`src/rtl/ahbl_dma_master.sv`:
```
// Single-channel AHB-Lite DMA master: copies len beats of byte/half/word from src to dst.
// Optional DMA_FILL_EN adds a fill mode that writes a constant pattern with no read phases.
module ahbl_dma_master #(
  parameter int unsigned LEN_W = 16
) (
  input  logic             HCLK,
  input  logic             HRESETn,
  input  logic             start,
  input  logic [31:0]      src_addr,
  input  logic [31:0]      dst_addr,
  input  logic [LEN_W-1:0] len,
  input  logic [1:0]       size,
`ifdef DMA_FILL_EN
  input  logic             fill,
  input  logic [31:0]      fill_data,
`endif
  output logic             busy,
  output logic             done,
  output logic             err,
  output logic [31:0]      HADDR,
  output logic [1:0]       HTRANS,
  output logic             HWRITE,
  output logic [2:0]       HSIZE,
  output logic [31:0]      HWDATA,
  input  logic             HREADY,
  input  logic             HRESP,
  input  logic [31:0]      HRDATA
);

  localparam logic [1:0] TR_IDLE   = 2'b00;
  localparam logic [1:0] TR_NONSEQ = 2'b10;

  typedef enum logic [2:0] {
    S_IDLE,
    S_RD_A,
    S_RD_D,
    S_WR_A,
    S_WR_D,
    S_FIN
  } state_t;

  state_t           r_state, w_state_nxt;
  logic [31:0]      r_src, w_src_nxt;
  logic [31:0]      r_dst, w_dst_nxt;
  logic [LEN_W-1:0] r_rem, w_rem_nxt;
  logic [1:0]       r_size, w_size_nxt;
  logic [31:0]      r_data, w_data_nxt;
  logic             r_fill, w_fill_nxt;
  logic             r_busy, w_busy_nxt;
  logic             r_done, w_done_nxt;
  logic             r_err, w_err_nxt;
  logic [31:0]      r_haddr, w_haddr_nxt;
  logic [1:0]       r_htrans, w_htrans_nxt;
  logic             r_hwrite, w_hwrite_nxt;
  logic [2:0]       r_hsize, w_hsize_nxt;
  logic [31:0]      r_hwdata, w_hwdata_nxt;
  logic [31:0]      w_inc;
  logic             w_fill_req;
  logic [31:0]      w_fill_data;
  logic             w_bad_req;

  function automatic logic f_misaligned(input logic [1:0] a, input logic [1:0] sz);
    logic m;
    case (sz)
      2'd1:    m = a[0];
      2'd2:    m = |a;
      default: m = 1'b0;
    endcase
    return m;
  endfunction

  // Narrow beats are replicated across all byte lanes of HWDATA
  function automatic logic [31:0] f_lanes(input logic [31:0] d, input logic [1:0] sz);
    logic [31:0] r;
    case (sz)
      2'd0:    r = {4{d[7:0]}};
      2'd1:    r = {2{d[15:0]}};
      default: r = d;
    endcase
    return r;
  endfunction

`ifdef DMA_FILL_EN
  assign w_fill_req  = fill;
  assign w_fill_data = fill_data;
`else
  assign w_fill_req  = 1'b0;
  assign w_fill_data = 32'h0;
`endif

  assign w_inc     = 32'd1 << r_size;
  assign w_bad_req = (size == 2'd3) || f_misaligned(dst_addr[1:0], size) ||
                     (!w_fill_req && f_misaligned(src_addr[1:0], size));

  // Next-state and registered-output computation
  always_comb begin
    w_state_nxt  = r_state;
    w_src_nxt    = r_src;
    w_dst_nxt    = r_dst;
    w_rem_nxt    = r_rem;
    w_size_nxt   = r_size;
    w_data_nxt   = r_data;
    w_fill_nxt   = r_fill;
    w_busy_nxt   = r_busy;
    w_done_nxt   = 1'b0;
    w_err_nxt    = r_err;
    w_haddr_nxt  = r_haddr;
    w_htrans_nxt = r_htrans;
    w_hwrite_nxt = r_hwrite;
    w_hsize_nxt  = r_hsize;
    w_hwdata_nxt = r_hwdata;

    case (r_state)
      S_IDLE: begin
        if (start) begin
          w_src_nxt   = src_addr;
          w_dst_nxt   = dst_addr;
          w_rem_nxt   = len;
          w_size_nxt  = size;
          w_fill_nxt  = w_fill_req;
          w_data_nxt  = w_fill_data;
          w_err_nxt   = 1'b0;
          if (w_bad_req) begin
            w_err_nxt  = 1'b1;
            w_done_nxt = 1'b1;
          end else if (len == '0) begin
            w_done_nxt = 1'b1;
          end else begin
            w_busy_nxt   = 1'b1;
            w_htrans_nxt = TR_NONSEQ;
            w_hsize_nxt  = {1'b0, size};
            if (w_fill_req) begin
              w_state_nxt  = S_WR_A;
              w_haddr_nxt  = dst_addr;
              w_hwrite_nxt = 1'b1;
            end else begin
              w_state_nxt  = S_RD_A;
              w_haddr_nxt  = src_addr;
              w_hwrite_nxt = 1'b0;
            end
          end
        end
      end

      S_RD_A: begin
        if (HREADY) begin
          w_state_nxt  = S_RD_D;
          w_htrans_nxt = TR_IDLE;
        end
      end

      S_RD_D: begin
        if (HREADY) begin
          if (HRESP) begin
            w_err_nxt   = 1'b1;
            w_state_nxt = S_FIN;
          end else begin
            w_data_nxt   = HRDATA;
            w_state_nxt  = S_WR_A;
            w_htrans_nxt = TR_NONSEQ;
            w_hwrite_nxt = 1'b1;
            w_haddr_nxt  = r_dst;
          end
        end
      end

      S_WR_A: begin
        if (HREADY) begin
          w_state_nxt  = S_WR_D;
          w_htrans_nxt = TR_IDLE;
          w_hwdata_nxt = f_lanes(r_data, r_size);
        end
      end

      S_WR_D: begin
        if (HREADY) begin
          if (HRESP) begin
            w_err_nxt   = 1'b1;
            w_state_nxt = S_FIN;
          end else begin
            w_src_nxt = r_src + w_inc;
            w_dst_nxt = r_dst + w_inc;
            w_rem_nxt = r_rem - LEN_W'(1);
            if (r_rem == LEN_W'(1)) begin
              w_state_nxt = S_FIN;
            end else if (r_fill) begin
              w_state_nxt  = S_WR_A;
              w_htrans_nxt = TR_NONSEQ;
              w_hwrite_nxt = 1'b1;
              w_haddr_nxt  = r_dst + w_inc;
            end else begin
              w_state_nxt  = S_RD_A;
              w_htrans_nxt = TR_NONSEQ;
              w_hwrite_nxt = 1'b0;
              w_haddr_nxt  = r_src + w_inc;
            end
          end
        end
      end

      S_FIN: begin
        w_done_nxt  = 1'b1;
        w_busy_nxt  = 1'b0;
        w_state_nxt = S_IDLE;
      end

      default: begin
        w_state_nxt  = S_IDLE;
        w_htrans_nxt = TR_IDLE;
        w_busy_nxt   = 1'b0;
      end
    endcase
  end

  always_ff @(posedge HCLK or negedge HRESETn) begin
    if (!HRESETn) begin
      r_state  <= S_IDLE;
      r_src    <= 32'h0;
      r_dst    <= 32'h0;
      r_rem    <= '0;
      r_size   <= 2'd0;
      r_data   <= 32'h0;
      r_fill   <= 1'b0;
      r_busy   <= 1'b0;
      r_done   <= 1'b0;
      r_err    <= 1'b0;
      r_haddr  <= 32'h0;
      r_htrans <= TR_IDLE;
      r_hwrite <= 1'b0;
      r_hsize  <= 3'd0;
      r_hwdata <= 32'h0;
    end else begin
      r_state  <= w_state_nxt;
      r_src    <= w_src_nxt;
      r_dst    <= w_dst_nxt;
      r_rem    <= w_rem_nxt;
      r_size   <= w_size_nxt;
      r_data   <= w_data_nxt;
      r_fill   <= w_fill_nxt;
      r_busy   <= w_busy_nxt;
      r_done   <= w_done_nxt;
      r_err    <= w_err_nxt;
      r_haddr  <= w_haddr_nxt;
      r_htrans <= w_htrans_nxt;
      r_hwrite <= w_hwrite_nxt;
      r_hsize  <= w_hsize_nxt;
      r_hwdata <= w_hwdata_nxt;
    end
  end

  assign busy   = r_busy;
  assign done   = r_done;
  assign err    = r_err;
  assign HADDR  = r_haddr;
  assign HTRANS = r_htrans;
  assign HWRITE = r_hwrite;
  assign HSIZE  = r_hsize;
  assign HWDATA = r_hwdata;

endmodule
```
`config.mk`:
```
export PLATFORM = sky130hd
export DESIGN_NAME = ahbl_dma_master
export DESIGN_NICKNAME = d
export VERILOG_FILES = /design/src/rtl/ahbl_dma_master.sv
export SDC_FILE = /design/constraint.sdc
export NUM_CORES = 1
export LEC_CHECK = 0
export ABC_AREA = 1
export BUFFER_PORTS_ARGS = -buffer_cell sky130_fd_sc_hd__buf_2
export CAP_MARGIN = 20
export CORE_MARGIN = 2
export CORE_UTILIZATION = 55
export DETAILED_ROUTE_END_ITERATION = 10
export GPL_ROUTABILITY_DRIVEN = 1
export PLACE_DENSITY = 0.8
export SKIP_LAST_GASP = 1
export SLEW_MARGIN = 30
export SYNTH_ARGS = -nofsm -noshare
export SYNTH_HDL_FRONTEND = slang
export SYNTH_SLANG_ARGS = --single-unit
```
`constraint.sdc`:
```
create_clock -name HCLK -period 6.05 [get_ports HCLK]
set_input_delay 1.21 -clock HCLK [delete_from_list [all_inputs] [get_ports HCLK]]
set_output_delay 1.21 -clock HCLK [all_outputs]
set_load 0.03 [all_outputs]
```
==> impl_results.md <==
- Status: finished clean
- Largest net degree at the start of global routing: between 100 and 150
- Worst VDD drop: 0.376 mV
- Register area share after synthesis: a little over two fifths
- Max cap viols: 0
- Hold Fails Final Rpt: 0
- Mean Syn Cell Area: just over 7 um2
- Synth Register Bits: around 190
- Drt first pass iters: 5
- Adder and majority cell fraction of the synthesized area: 1.22%
- EDFF count, synth: 0
- Largest family of logic cells by synthesized area: simple AND/OR/NAND/NOR gates
- Fin crit share: approximately 58%
- Worst setup SP type: register
- Via density: about 5.6
- Clock-pin transition on the worst setup and hold timing paths: approximately 0.08 ns
- Max Clk Rate: roughly 290 MHz
- Total congestion overflow: 0
- Most frequent cell after synthesis: nand2_1
- RSZ-0062 raised after global routing: false
- Clock sink count: 188
- Clock Skews: approximately 0.014 ns
- Top Ports: 192
- Net switching power: a little under 0.004 W
- Cell breakdown of the critical path: nor2_2, ha_1, ha_1, inv_1, nand2_1, nand3_1, nor2_1, nor2_1, nor2_1, nand2_1, nand2_1, nand3_1, nand2_1, o21ai_0
- # H-tree levels: 4
- Final Util: 63.8%
- CP endpoint kind: register
- Port bufs: about 190
- Ys async rst share: 100%
- TritonCTS buffer count: 17
- Cell variety after synth: around 50
- Setup TNS: 0 ns
- Layout area overhead: 14.5%
- Critical Path AT: roughly 3.8 ns
- Warnings from Yosys: 0
- Final setup violation count: 0
- Dominant cell type by area after synthesis: dfrtp_1
- Compound-cell area share of the yosys netlist: between 10% and 20%
- Max incr delay on CP: 0.72 ns
- Nets@finish: approximately 1900
- Core Area: slightly above 0.02 mm2
- Vias in the first global route: between 10000 and 15000
- Post-synthesis simple-gate area fraction: 30.8%
- CTS tree: done
- GPL Wtd Cong: 0.946
- Bufs and invs on worst path: 1
- WP data required: between 6 and 7 ns
- Rel. slew slack: between 30% and 40%
- Cells after Synth: around 1600
- Share of cells above drive strength 1: 16.2%
- Cell Area, Synth: roughly 0.011 mm2
- Final Critical Period: around 3.5 ns
- Slew Limit Fails: 0
- Num rows: 52
- WL/cell: between 15 and 20 um
- Top_reg_cell synth: dfrtp_1
- Static leakage: 6.27 nW
- Max clock buf depth: 2
- Final WL: 33600 um
- Drt first-iter violations: approximately 1200
- Post-route ant nets: 0
- Yosys top cell area share: a little over two fifths
- CP delay by family, top: simple AND/OR/NAND/NOR gates
- Crit path max fanout: 29
- Mux cell area share after synthesis: 0%
- Post-CTS Hold Fix Bufs: 0
- Setup Fix Bufs, Post-CTS: 0
- Initial Util: a little under three fifths
- Power share of the clock group: between 15 and 20%
- Slowest stage cell, crit path: dfrtp_1
- Setup CP Type: register to register
- Min Hold Slack: between 0.4 and 0.5 ns
- Die W: 147 um
- Ranking of synthesized cells by area: dfrtp_1, nand2_1, nor2_1
- Most frequent CP cell: nand2_1
- Fillers: approximately 1900
- Die Ht: between 100 and 150 um
- PostCTS Resize Cnt: 0
- Post-synthesis xor/xnor area fraction: less than 1%
- Die area: about 0.022 mm2
- Via count: around 11000
- Cell Int Power: 0.00354 W
- Antenna violations before repair: 1
- Clock Latency Late Sink: about 0.45 ns
- PwrDens: about 570 mW/mm2
- Sequential power share: about 33%
- Switching Fraction: 52.0%
- Comb pwr share: 51.8%
- Total track usage: between 30% and 40%
- Synth top cells by count: nand2_1, nor2_1, dfrtp_1
- Hold Path Class: register to register
- First-pass GRT wire length: roughly 54000 um
- Clk root buf: clkbuf_16
- Slew @ Worst Pin: about 0.9 ns
- Detailed Place HPWL: 23800 um
- Drt drc: 0
area by class of cell:
class	count	area [um2]	area share (%)
Multi-Input combinational cell	1172	5580	43.4
Sequential cell	188	4700	36.6
Timing Repair Buffer	196	1010	7.86
Inverter	164	619	4.81
Clock buffer	17	425	3.31
Tap cell	270	338	2.62
Clock inverter	15	185	1.44
Antenna cell	1	2.50	0.0194
stage by stage:
stage	worst slack, ns	std cells	cell area, um2	total power, W
2_1_floorplan	3.52	1597	11200	0.00515
3_3_place_gp	2.54	1990	12200	0.00604
3_5_place_dp	2.41	1990	12300	0.00615
4_1_cts	2.40	2022	12900	0.00732
5_1_grt	2.23	2023	12900	0.00794
6_report	2.56	2023	12900	0.00738
sequential cells by signal, summed over array words and instances, names as in the netlist, 2 cells and up:
register	flops
HADDR	32
r_dst	32
HSIZE	2
r_size	2
r_data	32
r_rem	16
HWDATA	32
r_src	32
r_state	3
per-layer routing:
layer	track usage [%]	vias to the layer above	share of wire, %
met3	5.31	47	7.7
met5	0	-	0
met2	51.0	482	46
met4	7.64	0	1.7
met1	44.2	5375	44
li1	-	5523	-
cell usage in the layout (no fill, tap or decap), types with 4 or more instances in the layout:
cell	Yosys	final
nand2_1	371	371
nor2_1	223	220
dfrtp_1	188	188
buf_2	27	188
inv_1	156	156
o21ai_0	152	152
nand3_1	135	135
a21oi_1	96	96
nand4_1	28	28
nor3_1	26	26
a21oi_2	25	25
clkbuf_16	0	17
o21ai_1	15	15
ha_1	11	11
o22ai_1	10	10
a22oi_1	8	8
nor2_2	4	7
a31oi_1	7	7
inv_2	7	6
xor2_1	6	6
buf_4	6	6
nor4_1	5	5
clkinv_8	0	5
o21bai_1	4	4
nand2_2	4	4
o211ai_1	4	4
inv_8	0	4
power groups by stage:
stage          sequential [W]  clock, W  combinational (W)
2_1_floorplan         0.00262         0            0.00253
3_3_place_gp          0.00237         0            0.00367
3_5_place_dp          0.00239         0            0.00376
4_1_cts               0.00237   0.00116            0.00378
5_1_grt               0.00247   0.00121            0.00426
6_report              0.00240   0.00116            0.00383
tightest hold or removal path: stages, from the launching register on:
cell	delay, ns
dfrtp_1	0.35
nand2_1	0.05
nand2_1	0.05
logic make-up after synthesis:
group                      Yosys count
buffers and inverters              237
xor gates and xnor gates             9
and+or+nand+nor                    815
other                                1
AOI/OAI and AO/OA                  335
adders and majority gates           11
DFF                                188
path summary, 6_finish.rpt:
kind                       cells after the start    endpoint  slack, ns        from
setup / recovery                              14    r_dst[8]       2.56   r_size[1]
min in group asynchronous                      1  HWDATA[23]       0.79     HRESETn
hold / removal                                 2  HWDATA[22]       0.47  HWDATA[22]
hold reg to reg                                2  HWDATA[22]       0.47  HWDATA[22]
setup reg to reg                              14    r_dst[8]       2.56   r_size[1]
max in group asynchronous                      2   HADDR[17]       3.98     HRESETn
(Power assumes the default switching activity.)
